## src/rtl/mem_port_arbiter.sv

```systemverilog
// Arbitrates the single-port unified memory between instruction fetch and the data stage,
// with a fetch starvation guard, a BUSY timeout and per-stage stall outputs.
module mem_port_arbiter #(
  parameter int unsigned AW         = 8,
  parameter int unsigned DW         = 16,
  parameter int unsigned TIMEOUT    = 15,
  parameter int unsigned STARVE_MAX = 3
) (
  input  logic          i_clk,
  input  logic          i_reset,
  input  logic          i_if_req,
  input  logic [AW-1:0] i_if_addr,
  input  logic          i_dm_req,
  input  logic          i_dm_we,
  input  logic [AW-1:0] i_dm_addr,
  input  logic [DW-1:0] i_dm_wdata,
  output logic          o_mem_req,
  output logic          o_mem_we,
  output logic [AW-1:0] o_mem_addr,
  output logic [DW-1:0] o_mem_wdata,
  input  logic          i_mem_ready,
  input  logic [DW-1:0] i_mem_rdata,
  output logic [DW-1:0] o_if_rdata,
  output logic          o_if_valid,
  output logic [DW-1:0] o_dm_rdata,
  output logic          o_dm_valid,
  output logic          o_stallF,
  output logic          o_stallM,
  output logic          o_err
);

  typedef enum logic [1:0] {StIdle, StBusy, StResp} state_e;

  state_e        state_q, state_d;
  logic          owner_dm_q, owner_dm_d;
  logic          mem_we_q, mem_we_d;
  logic [AW-1:0] mem_addr_q, mem_addr_d;
  logic [DW-1:0] mem_wdata_q, mem_wdata_d;
  logic [DW-1:0] if_rdata_q, if_rdata_d;
  logic [DW-1:0] dm_rdata_q, dm_rdata_d;
  logic          if_valid_q, if_valid_d;
  logic          dm_valid_q, dm_valid_d;
  logic          err_q, err_d;
  logic [7:0]    tmo_q, tmo_d;
  logic [3:0]    starve_q, starve_d;
  logic          starved;
  logic          grant_dm;

  // Data normally wins (older instruction) unless fetch has waited STARVE_MAX grants.
  assign starved  = (starve_q == 4'(STARVE_MAX));
  assign grant_dm = i_dm_req && !(i_if_req && starved);

  always_comb begin
    state_d     = state_q;
    owner_dm_d  = owner_dm_q;
    mem_we_d    = mem_we_q;
    mem_addr_d  = mem_addr_q;
    mem_wdata_d = mem_wdata_q;
    if_rdata_d  = if_rdata_q;
    dm_rdata_d  = dm_rdata_q;
    if_valid_d  = 1'b0;
    dm_valid_d  = 1'b0;
    err_d       = err_q;
    tmo_d       = tmo_q;
    starve_d    = starve_q;

    unique case (state_q)
      StIdle: begin
        if (i_if_req || i_dm_req) begin
          state_d    = StBusy;
          owner_dm_d = grant_dm;
          if (grant_dm) begin
            mem_we_d    = i_dm_we;
            mem_addr_d  = i_dm_addr;
            mem_wdata_d = i_dm_wdata;
            if (i_if_req && !starved) starve_d = starve_q + 4'd1;
          end else begin
            mem_we_d   = 1'b0;
            mem_addr_d = i_if_addr;
            starve_d   = 4'd0;
          end
        end
      end
      StBusy: begin
        tmo_d = tmo_q + 8'd1;
        // Ready on the expiry cycle wins over the abort.
        if (i_mem_ready) begin
          state_d = StResp;
          if (owner_dm_q) begin
            dm_valid_d = 1'b1;
            if (!mem_we_q) dm_rdata_d = i_mem_rdata;
          end else begin
            if_valid_d = 1'b1;
            if_rdata_d = i_mem_rdata;
          end
        end else if (tmo_q + 8'd1 == 8'(TIMEOUT)) begin
          state_d = StResp;
          err_d   = 1'b1;
          if (owner_dm_q) begin
            dm_valid_d = 1'b1;
            dm_rdata_d = '0;
          end else begin
            if_valid_d = 1'b1;
            if_rdata_d = '0;
          end
        end
      end
      StResp: begin
        tmo_d   = 8'd0;
        state_d = StIdle;
      end
      default: state_d = StIdle;
    endcase
  end

  always_ff @(posedge i_clk or posedge i_reset) begin
    if (i_reset) begin
      state_q     <= StIdle;
      owner_dm_q  <= 1'b0;
      mem_we_q    <= 1'b0;
      mem_addr_q  <= '0;
      mem_wdata_q <= '0;
      if_rdata_q  <= '0;
      dm_rdata_q  <= '0;
      if_valid_q  <= 1'b0;
      dm_valid_q  <= 1'b0;
      err_q       <= 1'b0;
      tmo_q       <= 8'd0;
      starve_q    <= 4'd0;
    end else begin
      state_q     <= state_d;
      owner_dm_q  <= owner_dm_d;
      mem_we_q    <= mem_we_d;
      mem_addr_q  <= mem_addr_d;
      mem_wdata_q <= mem_wdata_d;
      if_rdata_q  <= if_rdata_d;
      dm_rdata_q  <= dm_rdata_d;
      if_valid_q  <= if_valid_d;
      dm_valid_q  <= dm_valid_d;
      err_q       <= err_d;
      tmo_q       <= tmo_d;
      starve_q    <= starve_d;
    end
  end

  assign o_mem_req   = (state_q == StBusy);
  assign o_mem_we    = mem_we_q;
  assign o_mem_addr  = mem_addr_q;
  assign o_mem_wdata = mem_wdata_q;
  assign o_if_rdata  = if_rdata_q;
  assign o_if_valid  = if_valid_q;
  assign o_dm_rdata  = dm_rdata_q;
  assign o_dm_valid  = dm_valid_q;
  assign o_stallF    = i_if_req & ~if_valid_q;
  assign o_stallM    = i_dm_req & ~dm_valid_q;
  assign o_err       = err_q;

endmodule
```

## config.mk

```make
export PLATFORM = sky130hd
export DESIGN_NAME = mem_port_arbiter
export DESIGN_NICKNAME = d
export VERILOG_FILES = /design/src/rtl/mem_port_arbiter.sv
export SDC_FILE = /design/constraint.sdc
export NUM_CORES = 1
export LEC_CHECK = 0
export BUFFER_PORTS_ARGS = -buffer_cell sky130_fd_sc_hd__buf_2
export CORE_MARGIN = 2
export CORE_UTILIZATION = 55
export CTS_CLUSTER_SIZE = 16
export DETAILED_ROUTE_END_ITERATION = 10
export PLACE_DENSITY = 0.83
export SETUP_SLACK_MARGIN = 0.3
export SLEW_MARGIN = 25
export SYNTH_ARGS = -nofsm -noshare
export SYNTH_HDL_FRONTEND = slang
export SYNTH_SLANG_ARGS = --single-unit
```

## constraint.sdc

```tcl
create_clock -name i_clk -period 5.59 [get_ports i_clk]
set_input_delay 1.118 -clock i_clk [delete_from_list [all_inputs] [get_ports i_clk]]
set_output_delay 1.118 -clock i_clk [all_outputs]
set_load 0.02 [all_outputs]
```

# == After elaboration in Yosys (flattened, before gate mapping) ==
# Cells that the tools add are included.
# W data, S select, Z words.
# word_totals
regBits,75
in_bits,54
output_inout_bits,63
word_cells,70
# op_classes
addsub,2
eq_ne,8
n_mux,26
bitwise,6
reduce_logical,16
# ops
operator,count
$mux W16,9
$pmux W8 S2,1
$reduce_and A3 Y1,4
$mux W1,9
$add A8 B1 Y8 const B,1
$eq A8 B4 Y1 const B,1
$mux W4,2
$mux W8,1
$mux W2,3
$add A4 B1 Y4 const B,1
$eq A4 B2 Y1 const B,1
$ne A2 B2 Y1 const B,2
$not A1 Y1,4
$pmux W2 S2,1
$reduce_and A2 Y1,2
$reduce_and A4 Y1,1
$reduce_bool A2 Y1,2
$logic_and A1 B1 Y1,3
$ne A3 B1 Y1 const B,1
$and A1 B1 Y1,2
$eq A2 B1 Y1 const B,1
$eq A2 B2 Y1 const B,1
$logic_not A1 Y1,2
$logic_not A2 Y1,1
2 further kinds,2

# == Logic depth before layout (Yosys ltp) ==
# Gate-level depths: netlist of run 1.
# depth
word_depth,6
mapped_depth,9

# == Worst setup path before layout of run 1 ==
# No wires, ideal clock.
# synth_path
kind,input to output
startpoint,in i_if_req
endpoint,out o_stallF
arrival_time_ps,1445
required_ps,4472
slack_ps,3027
cell_stages,1
cell_sequence,nor2b_1
# synth_via
elab_chain_len,1
# synth_lines
element,line,rtl
start: declaration,11,"input logic i_if_req,"
$and A1 B1 Y1,154,assign o_stallF = i_if_req & ~if_valid_q;
end: declaration,27,"output logic o_stallF,"
# No other way between the ends.

# == Worst setup path in the final report of run 1 ==
# layout_path
startpoint,reg state_q[1]
endpoint,out o_mem_req
# layout_via
elab_chain_len,1
# layout_lines
element,line,rtl
start: declaration,34,"state_e state_q, state_d;"
start signal: assignment,118,state_q <= StIdle;
start signal: assignment,131,state_q <= state_d;
$eq A2 B1 Y1,146,assign o_mem_req = (state_q == StBusy);
end: declaration,17,"output logic o_mem_req,"
# No other way between the ends.

==> results of run 1 <==
==> kinds of logic (layout without fill, tap and decap cells) <==
group | count (synthesis) | count (layout) | share of synthesized area, %
compound gates | 121 | 121 | 20.8
xor+xnor | 1 | 1 | 0.239
fa+ha+maj | 6 | 6 | 2.05
buf+inv | 32 | 144 | 4.04
flops | 75 | 75 | 51.3
mux | 25 | 25 | 7.39
simple gates | 112 | 112 | 14.2
==> worst reg2reg max path: cells and delay by family (launching register included) <==
family                     cells  cell delay (ps)
adders and majority gates      1              640
and+or+nand+nor                2             1370
buffers and inverters          1              110
AOI/OAI and AO/OA              2              300
DFF                            1              400
==> final cells by class <==
type	instances	area share [%]
sequential	75	41.8
multi-input combinational	265	36.6
timing repair buffer	120	14.0
clock buffer	13	3.76
tap	77	2.14
clock inverter	3	1.00
inverter	8	0.669
==> layer usage <==
layer,up-vias,track usage [%],share of wire (%)
li1,1550,-,-
met1,1519,37.4,44
met2,158,39.1,45
met3,15,8.37,9.3
met4,0,8.95,1.9
met5,-,0,0
==> registers in the layout, indices dropped and copies added, names as in the netlist <==
signal and cells:
o_mem_wdata 16, state_q 2, o_mem_addr 8, o_dm_rdata 16, o_err 1, o_dm_valid 1, owner_dm_q 1, o_mem_we 1
o_if_rdata 16, tmo_q 8, starve_q 4, o_if_valid 1
==> power by group through the flow <==
stage | combinational [W] | sequential [W] | clock (W)
2_1_floorplan | 0.000639 | 0.00118 | 0
3_5_place_dp | 0.00120 | 0.00100 | 0
4_1_cts | 0.00120 | 0.000999 | 0.000449
6_report | 0.00120 | 0.00101 | 0.000444
3_3_place_gp | 0.00116 | 0.000994 | 0
5_1_grt | 0.00132 | 0.00105 | 0.000478
==> final timing paths <==
kind	start	end	slack [ps]	cells after the start
worst max-delay path	state_q[1]	o_mem_req	2660	3
worst min-delay path	o_err	o_err	470	1
worst max register to register	state_q[1]	o_if_rdata[9]	2690	6
worst min register to register	o_err	o_err	470	1
max in group asynchronous	i_reset	o_dm_rdata[13]	4220	4
min in group asynchronous	i_reset	o_mem_wdata[3]	810	3
==> per-stage QoR <==
stage | hold slack (ps) | utilization, % | area [µm²] | power, W
2_1_floorplan | 450 | - | 3660 | 0.00182
3_3_place_gp | 449 | 66.4 | 4240 | 0.00215
3_5_place_dp | 455 | 66.5 | 4250 | 0.00220
4_1_cts | 469 | 69.8 | 4460 | 0.00265
5_1_grt | 508 | 70.3 | 4490 | 0.00284
6_report | 467 | 70.3 | 4490 | 0.00265
==> placed cells by master (no fill, tap or decap), types with 9 or more instances in the layout <==
| master | n |
|---|---|
| o21ai_0 | 59 |
| mux2i_1 | 9 |
| a22oi_1 | 31 |
| clkbuf_8 | 12 |
| nand3_1 | 18 |
| nand2_1 | 65 |
| mux2_2 | 16 |
| buf_2 | 116 |
| dfrtp_1 | 75 |
==> impl_results.md, run 1 <==
- Worst setup SP type: flop
- Final hold violations: 0
- Final Wtd Congestion: 0.797
- Asr flop ratio synth: 100%
- Num rows: 29
- CTS Buf Count: 9
- Commonest cells in the synthesized netlist: dfrtp_1 (75), nand2_1 (65), o21ai_0 (59)
- Post-DP HPWL: 6250 µm
- Post-synth EDFFs: 0
- Main area contributors after synthesis: dfrtp_1 (51%), o21ai_0 (8.1%), nand2_1 (6.7%)
- Placeable Area: 0.00639 mm²
- Crit path DAT: 1810 ps
- WS Path Type: reg -> out
- Internal Pwr Total: 0.00149 W
- Placed Cells: 544
- Final WS setup: 2660 ps
- CTS Buffer Depth: 2
- Sw Share: 43.6%
- Actual slew at the worst max-slew pin: 938 ps
- Clock network fraction of design power: 16.8%
- Req. time, crit path: 4470 ps
- Post-Synthesis Cells: 372
- Top cell type's share of synthesized area: 51.3%
- Max-slew headroom: 37.5%
- Dpl ws: 2680 ps
- Share of cells above drive strength 1: 33.3%
- Crit end category: output pin
- Outcome: complete, no violations
- Pwr/cell area: 590 mW/mm²
- Fin Clk Skew: 11.7 ps
- First-pass GRT wire length: 15200 µm
- Count leader, synth: dfrtp_1
- Clock transition at path regs: about 80 ps
- Part of the Yosys area used for sequential elements: 51.3%
- Antenna-violating nets left: 0
- Clock H-tree levels: 3
- CTS tree: done
- Seq pwr share: 38.0%
- Final WL: 9210 µm
- Initial antenna violation count: 0
- Slowest cell on crit path: ha_1
- DR pass1 iterations: 5
- Clk_lat worst skew: around 360 ps
- Layout fillers: 492
- Layout Nets: between 500 and 600
- Vias after detailed routing: 3242
- Max incr delay on CP: 640 ps
- Root Driver: clkbuf_8
- Post-CTS Resized: 0
- DIE WIDTH: 85.6 µm
- Register area: 0.00188 mm²
- Die height: 85.6 µm
- Die Footprint: 0.00732 mm²
- Worst path cell trace: inv_1 > ha_1 > buf_2
- Clock Sinks: 75
- Worst path top cell family by delay: adder cells
- Synth area leader: dfrtp_1
- Minimum clock period after layout: between 2000 and 3000 ps
- WP buf/inv: 2
- Area Overhead vs Synth: 22.8%
- Final cycle utilization of the critical path: 52.4%
- Vias in the first global route: 3035
- Switch Pwr: around 0.0012 W
- Setup bufs post-CTS: 0
- Seq cells post-synth: 75
- Maximum vdd drop: 0.000416 V
- Syn avg cell area: 9.83 µm²
- RSZ-0062 raised after global routing: no
- DRT iter0 DRCs: 340
- Total GRT Usage: approximately a quarter
- Effective utilization at floorplan: 57.3%
- Global route total overflow: 0
- DRC: 0
- Routed length per placed instance: 16.4 µm
- # port buffers: 116
- Leakage: 2.10 nW
- CTS hold repair buffers: 0
- IO Count: 117
- Fin cells: 561
- Setup TNS: 0 ps
- DR vias/cell: 5.78
- # diodes: 0
- Multi-input logic area: 0.00164 mm²
- Synth Net Count: 432
- Comb pwr share: 45.2%
- Highest clock rate: 341 MHz
- Largest net degree at the start of global routing: 76
- Worst min path class: reg -> reg
- Ys Warns: 0
- Yosys cell types: 41
- Synthesized area: 0.00366 mm²
- Slew Viols, Final: 0
- Max cap viols: 0
- Top FF cell, synth: dfrtp_1
- Worst Path Max Fanout: 20
- Final setup violating endpoints: 0
Power figures use the tool's default switching activity.
==> run 2, diff against run 1 <==
CORE_UTILIZATION = 51   (was 55)
PLACE_DENSITY = 0.78   (was 0.83)
clock period = 2.85 ns   (was 5.59 ns; I/O delays follow)
==> run 2 against run 1 <==
Against the previous run:
- setup slack worse by 2100 ps
- sequential share of layout area fell by 0.54 points
- register-to-register slack got worse by 2200 ps
- critical path type is now reg -> reg
- highest routed layer unchanged
==> impl_results.md, run 2 (synthesis gave the netlist of run 1 again) <==
- CTS tree: done (unchanged)
- Final cycle utilization of the critical path: roughly four fifths
- Fin cells: 588 (was 561)
- Final WL: 8970 µm (was 9210 µm)
- Actual slew at the worst max-slew pin: 734 ps (was 938 ps)
- Most frequent cells in the layout: buf_2 (116), dfrtp_1 (75), nand2_1 (65) (unchanged)
- WS Path Type: reg -> reg (was reg -> out)
- DRT iter0 DRCs: 237 (was 340)
- # diodes: 0 (unchanged)
- Multi-input logic area: 0.00163 mm² (was 0.00164 mm²)
- Seq pwr share: 37.2% (was 38.0%)
- GR Util met2: 36.6% (was 39.1%)
- Worst min path class: in -> async (was reg -> reg)
- Crit end category: flop (was output pin)
- Maximum vdd drop: 0.000621 V (was 0.000416 V)
- Minimum clock period after layout: roughly 2300 ps
- RSZ-0062 raised after global routing: no (unchanged)
- Clock H-tree levels: 3 (unchanged)
- Total GRT Usage: 24.4% (was 26.5%)
- Finished layout cell area: 0.00455 mm² (was 0.00449 mm²)
- Final Wtd Congestion: 0.831 (was 0.797)
- Worst R2R End: o_if_rdata[11] (was o_if_rdata[9])
- DIE WIDTH: 88.7 µm (was 85.6 µm)
- Outcome: complete, no violations (unchanged)
- Worst Path Max Fanout: 14 (was 20)
- Met3 usage: 7.65% (was 8.37%)
- Clock Sinks: 75 (unchanged)
- Internal Pwr Total: 0.00297 W (was 0.00149 W)
- Share of cells above drive strength 1: 33.3% (about the same)
- Worst setup SP type: flop (unchanged)
- Max cap viols: 0 (unchanged)
- Switch Pwr: 0.00222 W (was 0.00116 W)
- Slowest cell on crit path: nor4_4 (was ha_1)
- Layout Nets: 547 (was 539)
- Post-DP HPWL: 6350 µm (was 6250 µm)
- Max incr delay on CP: 570 ps (was 640 ps)
- Final setup violating endpoints: 0 (unchanged)
- Worst path top cell family by delay: simple AND/OR/NAND/NOR gates (was adder cells)
- First-pass GRT wire length: 14700 µm (was 15200 µm)
- Clock transition at path regs: 70 ps (was 80 ps)
- Clk_lat worst skew: 340 ps (was 360 ps)
- Vias after detailed routing: 3256 (was 3242)
- CTS hold repair buffers: 0 (unchanged)
- Post-CTS Resized: 0 (unchanged)
- CTS Buf Count: 9 (unchanged)
- IO Count: 117 (unchanged)
- Crit path DAT: 2540 ps (was 1810 ps)
- Largest net degree at the start of global routing: 76 (unchanged)
- DP Area: 0.00434 mm² (was 0.00425 mm²)
- WP buf/inv: 2 (unchanged)
- Sw Share: 42.8% (was 43.6%)
- Max-slew headroom: 51.1% (was 37.5%)
- # port buffers: 116 (unchanged)
- Slew Viols, Final: 0 (unchanged)
- Effective utilization at floorplan: 53.3% (was 57.3%)
- Routed length per placed instance: 15.3 µm (was 16.4 µm)
- Clock network fraction of design power: 16.4% (was 16.8%)
- CTS Buffer Depth: 2 (unchanged)
- Placed Cells: 572 (was 544)
- Highest clock rate: 429 MHz
- Worst path cell trace: inv_1 > ha_1 > nor4b_1 > o21ai_1 > nor4_4 > buf_4 > o21ai_0 (was inv_1 > ha_1 > buf_2)
- Global route total overflow: 0 (unchanged)
- Die Footprint: 0.00787 mm² (was 0.00732 mm²)
- Layout fillers: 547 (was 492)
- DRC: 0 (unchanged)
- Num rows: 30 (was 29)
- Antenna-violating nets left: 0 (unchanged)
- M1 GR Usage: 33.0% (was 37.4%)
- Placeable Area: 0.00687 mm² (was 0.00639 mm²)
- Most common cell after layout, fill and taps aside: buf_2 (unchanged)
- Setup bufs post-CTS: 0 (unchanged)
- Comb pwr share: 46.4% (was 45.2%)
- R2R Setup Slk: 520 ps (was 2690 ps)
- R2R depth: 7 (was 6)
- Root Driver: clkbuf_8 (unchanged)
- Register area: 0.00188 mm² (unchanged)
- Hold_ws: 306 ps (was 467 ps)
- Initial antenna violation count: 0 (unchanged)
- DR vias/cell: 5.54 (was 5.78)
- Pwr/cell area: 1140 mW/mm² (was 590 mW/mm²)
- Gr busiest metal: met2 (unchanged)
- Leakage: 2.14 nW (was 2.10 nW)
- Final hold violations: 0 (unchanged)
- Area Overhead vs Synth: 24.4% (was 22.8%)
- R2r startpoint: tmo_q[0] (was state_q[1])
- Die height: 88.7 µm (was 85.6 µm)
- Vias in the first global route: 3115 (was 3035)
- DR pass1 iterations: 4 (was 5)
- Setup TNS: 0 ps (unchanged)
- Req. time, crit path: 3060 ps (was 4470 ps)
- Fin Clk Skew: 5.81 ps (was 11.7 ps)
[run 2: stage by stage]
stage / total power, W / utilization [%] / worst slack [ps]
floorplan: 0.00357 / - / 370
global placement: 0.00427 / 63.2 / 676
detailed placement: 0.00436 / 63.2 / 541
CTS: 0.00522 / 66.2 / 538
global route: 0.00559 / 66.2 / 303
finish: 0.00519 / 66.2 / 520
[run 2: area by class of cell]
type	instances	share of cell area (%)
clock buffer	15	3.88
clock inverter	1	0.660
inverter	8	0.660
multi-input combinational	265	35.9
sequential	75	41.2
tap	96	2.64
timing repair buffer	128	15.0
[run 2: worst register-to-register path, stage by stage, from the launching register on]
cell and delay [ps]:
dfrtp_1 410, inv_1 90, ha_1 130, nor4b_1 370, o21ai_1 220, nor4_4 570, buf_4 300, o21ai_0 120
[run 2: power by group through the flow]
stage	logic (W)	registers [W]	clock network [W]
2_1_floorplan	0.00125	0.00231	0
3_3_place_gp	0.00235	0.00191	0
3_5_place_dp	0.00243	0.00193	0
4_1_cts	0.00243	0.00192	0.000873
5_1_grt	0.00268	0.00200	0.000920
6_report	0.00241	0.00193	0.000849
[run 2: worst max path at each step]
stage / start / endpoint / cells after the start
finish: tmo_q[0] / o_if_rdata[11] / 7
global route: tmo_q[0] / o_dm_rdata[11] / 7
CTS: tmo_q[0] / o_if_rdata[11] / 7
detailed placement: tmo_q[0] / o_if_rdata[11] / 7
global placement: tmo_q[0] / o_dm_rdata[15] / 7
floorplan: i_reset / o_dm_rdata[0] / 1
[run 2: routing by layer]
| layer | wire length [µm] | part of all wire, % |
|---|---|---|
| met2 | 4000 | 45 |
| met1 | 3980 | 44 |
| met3 | 865 | 9.6 |
| met4 | 121 | 1.3 |
| met5 | 0 | 0 |
==> run 3, diff against run 2 <==
clock period = 2.2 ns   (was 2.85 ns; I/O delays follow)
==> run 3 against run 2 <==
Against the previous run:
- maximum frequency rose by 21%
- hold slack got worse by 170 ps
- first-iteration DRC count rose by 43%
- routed wire length rose by 9.7%
- total power rose by 33%
- critical path depth rose by 1
- sequential power rose by 32%
- clock skew rose by 2.5 ps
- sequential cell count did not move
- largest power group unchanged
==> impl_results.md, run 3 (synthesis gave the netlist of run 1 again) <==
- Routed length per placed instance: 16.5 µm (was 15.3 µm)
- CTS hold repair buffers: 0 (unchanged)
- Die Footprint: 0.00787 mm² (unchanged)
- Crit path DAT: 2150 ps (was 2540 ps)
- Final setup violating endpoints: 0 (unchanged)
- Pwr/cell area: 1440 mW/mm² (was 1140 mW/mm²)
- Most frequent cells in the layout: buf_2 (116), dfrtp_1 (72), nand2_1 (64) (was buf_2 (116), dfrtp_1 (75), nand2_1 (65))
- Hold_ws: 135 ps (was 306 ps)
- DR pass1 iterations: 5 (was 4)
- First-pass GRT wire length: 14800 µm (was 14700 µm)
- Worst min path class: in -> async (unchanged)
- Vias after detailed routing: 3439 (was 3256)
- Most common cell after layout, fill and taps aside: buf_2 (unchanged)
- Setup TNS: 0 ps (unchanged)
- Max incr delay on CP: 460 ps (was 570 ps)
- Final cycle utilization of the critical path: 87.7% (was 81.7%)
- Initial antenna violation count: 0 (unchanged)
- DRC: 0 (unchanged)
- Leakage: 2.21 nW (was 2.14 nW)
- Placed Cells: 575 (was 572)
- Register area: 0.00188 mm² (about the same)
- Slew Viols, Final: 0 (unchanged)
- Final WL: 9850 µm (was 8970 µm)
- Share of cells above drive strength 1: 38.2% (was 33.3%)
- Worst Path Max Fanout: 7 (was 14)
- Multi-input logic area: 0.00172 mm² (was 0.00163 mm²)
- Critical path depth: 8 (was 7)
- Clk_lat worst skew: 350 ps (was 340 ps)
- Final hold violations: 0 (unchanged)
- Highest clock rate: 519 MHz (was 429 MHz)
- Area Overhead vs Synth: 30.9% (was 24.4%)
- CTS Buffer Depth: 2 (unchanged)
- # diodes: 0 (unchanged)
- Setup crit start: tmo_q[0] (unchanged)
- Layout Nets: 557 (was 547)
- Post-DP HPWL: 6480 µm (was 6350 µm)
- WS Path Type: reg -> reg (unchanged)
- Die height: 88.7 µm (unchanged)
- # port buffers: 116 (unchanged)
- Fin Clk Skew: 8.33 ps (was 5.81 ps)
- Minimum clock period after layout: 1930 ps (was 2330 ps)
- Finished layout cell area: 0.00479 mm² (was 0.00455 mm²)
- Global route total overflow: 0 (unchanged)
- Comb pwr share: 47.6% (was 46.4%)
- Layout fillers: 527 (was 547)
- Worst setup SP type: flop (unchanged)
- DIE WIDTH: 88.7 µm (unchanged)
- Slowest cell on crit path: dfrtp_2 (was nor4_4)
- Outcome: complete, no violations (unchanged)
- Largest net degree at the start of global routing: 37 (was 76)
- Seq pwr share: 37.1% (was 37.2%)
- IO Count: 117 (unchanged)
- Final Wtd Congestion: 0.797 (was 0.831)
- Worst path cell trace: inv_2 > ha_4 > nor4b_4 > o21ai_2 > nor4_4 > buf_6 > clkbuf_16 > o21ai_0 (was inv_1 > ha_1 > nor4b_1 > o21ai_1 > nor4_4 > buf_4 > o21ai_0)
- Vias in the first global route: 3158 (was 3115)
- Worst path top cell family by delay: simple AND/OR/NAND/NOR gates (unchanged)
- Actual slew at the worst max-slew pin: 569 ps (was 734 ps)
- DR vias/cell: 5.75 (was 5.54)
- Switch Pwr: 0.00305 W (was 0.00222 W)
- Clock Sinks: 75 (unchanged)
- Root Driver: clkbuf_8 (unchanged)
- Num rows: 30 (unchanged)
- RSZ-0062 raised after global routing: yes (was no)
- Effective utilization at floorplan: 53.3% (unchanged)
- Clock transition at path regs: 80 ps (was 70 ps)
- Max cap viols: 0 (unchanged)
- R2r startpoint: tmo_q[0] (unchanged)
- CTS tree: done (unchanged)
- Clock H-tree levels: 3 (unchanged)
- Sw Share: 44.3% (was 42.8%)
- Antenna-violating nets left: 0 (unchanged)
- R2R depth: 8 (was 7)
- Placeable Area: 0.00687 mm² (unchanged)
- DRT iter0 DRCs: 340 (was 237)
- CTS Buf Count: 9 (unchanged)
- Crit end category: flop (unchanged)
- Clock network fraction of design power: 15.3% (was 16.4%)
- Setup crit end: o_if_rdata[11] (unchanged)
- WP buf/inv: 3 (was 2)
- Fin cells: 598 (was 588)
- Max-slew headroom: 62.0% (was 51.1%)
- Final Power: 0.00688 W (was 0.00519 W)
- Req. time, crit path: 2430 ps (was 3060 ps)
- Worst R2R End: o_if_rdata[11] (unchanged)
- DP Area: 0.00439 mm² (was 0.00434 mm²)
- Internal Pwr Total: 0.00383 W (was 0.00297 W)
- R2R Setup Slk: 270 ps (was 520 ps)
- Maximum vdd drop: 0.000841 V (was 0.000621 V)
- Total GRT Usage: 24.7% (was 24.4%)
==> run 3: cell count changes in the layout (fill, tap and decap cells not counted), sizes merged <==
cell,before,now
clkinvlp,0,2
buf,128,135
clkinv,1,4
clkbuf,15,13
==> run 3: per-layer routing <==
layer,global-route usage (%),up-vias,wire (µm)
li1,-,1593,-
met1,32.9,1633,4140
met2,38.1,193,4590
met3,7.28,20,913
met4,10.1,0,200
met5,0,-,0
==> run 3: what timing repair did <==
action                                  CTS  global route
gates cloned                              0             6
pin swaps                                 0             2
endpoints found under the setup margin    6            46
setup buffers                             0             1
resized for setup                         1            35
==> run 3: final cells by class <==
type / instances / area share [%]
clock buffer: 10 / 2.66
clock inverter: 6 / 1.36
inverter: 8 / 0.705
multi-input combinational: 265 / 35.9
sequential: 75 / 39.3
tap: 96 / 2.51
timing repair buffer: 138 / 17.6
==> run 3: power groups by stage <==
| stage | clock [W] | sequential [W] | combinational (W) |
|---|---|---|---|
| global placement | 0 | 0.00248 | 0.00306 |
| floorplan | 0 | 0.00300 | 0.00163 |
| global route | 0.00113 | 0.00263 | 0.00362 |
| CTS | 0.00107 | 0.00250 | 0.00317 |
| detailed placement | 0 | 0.00251 | 0.00316 |
| finish | 0.00105 | 0.00255 | 0.00328 |
==> run 3: worst min path at each step <==
stage / from / cells past startpoint / slack, ps / endpoint
after floorplan: tmo_q[7] / 1 / 450 / tmo_q[7]
after global placement: o_mem_addr[2] / 2 / 460 / o_mem_addr[2]
after detailed placement: o_mem_addr[2] / 2 / 470 / o_mem_addr[2]
after CTS: i_reset / 2 / 150 / o_mem_wdata[8]
after global routing: i_reset / 2 / 180 / o_mem_wdata[8]
final: i_reset / 2 / 140 / o_mem_wdata[8]
==> run 3: per-stage QoR <==
| step | setup slack (ps) | utilization [%] |
|---|---|---|
| 2_1_floorplan | 354 | - |
| 3_3_place_gp | 367 | 63.8 |
| 3_5_place_dp | 272 | 63.8 |
| 4_1_cts | 306 | 66.7 |
| 5_1_grt | 202 | 69.7 |
| 6_report | 271 | 69.7 |
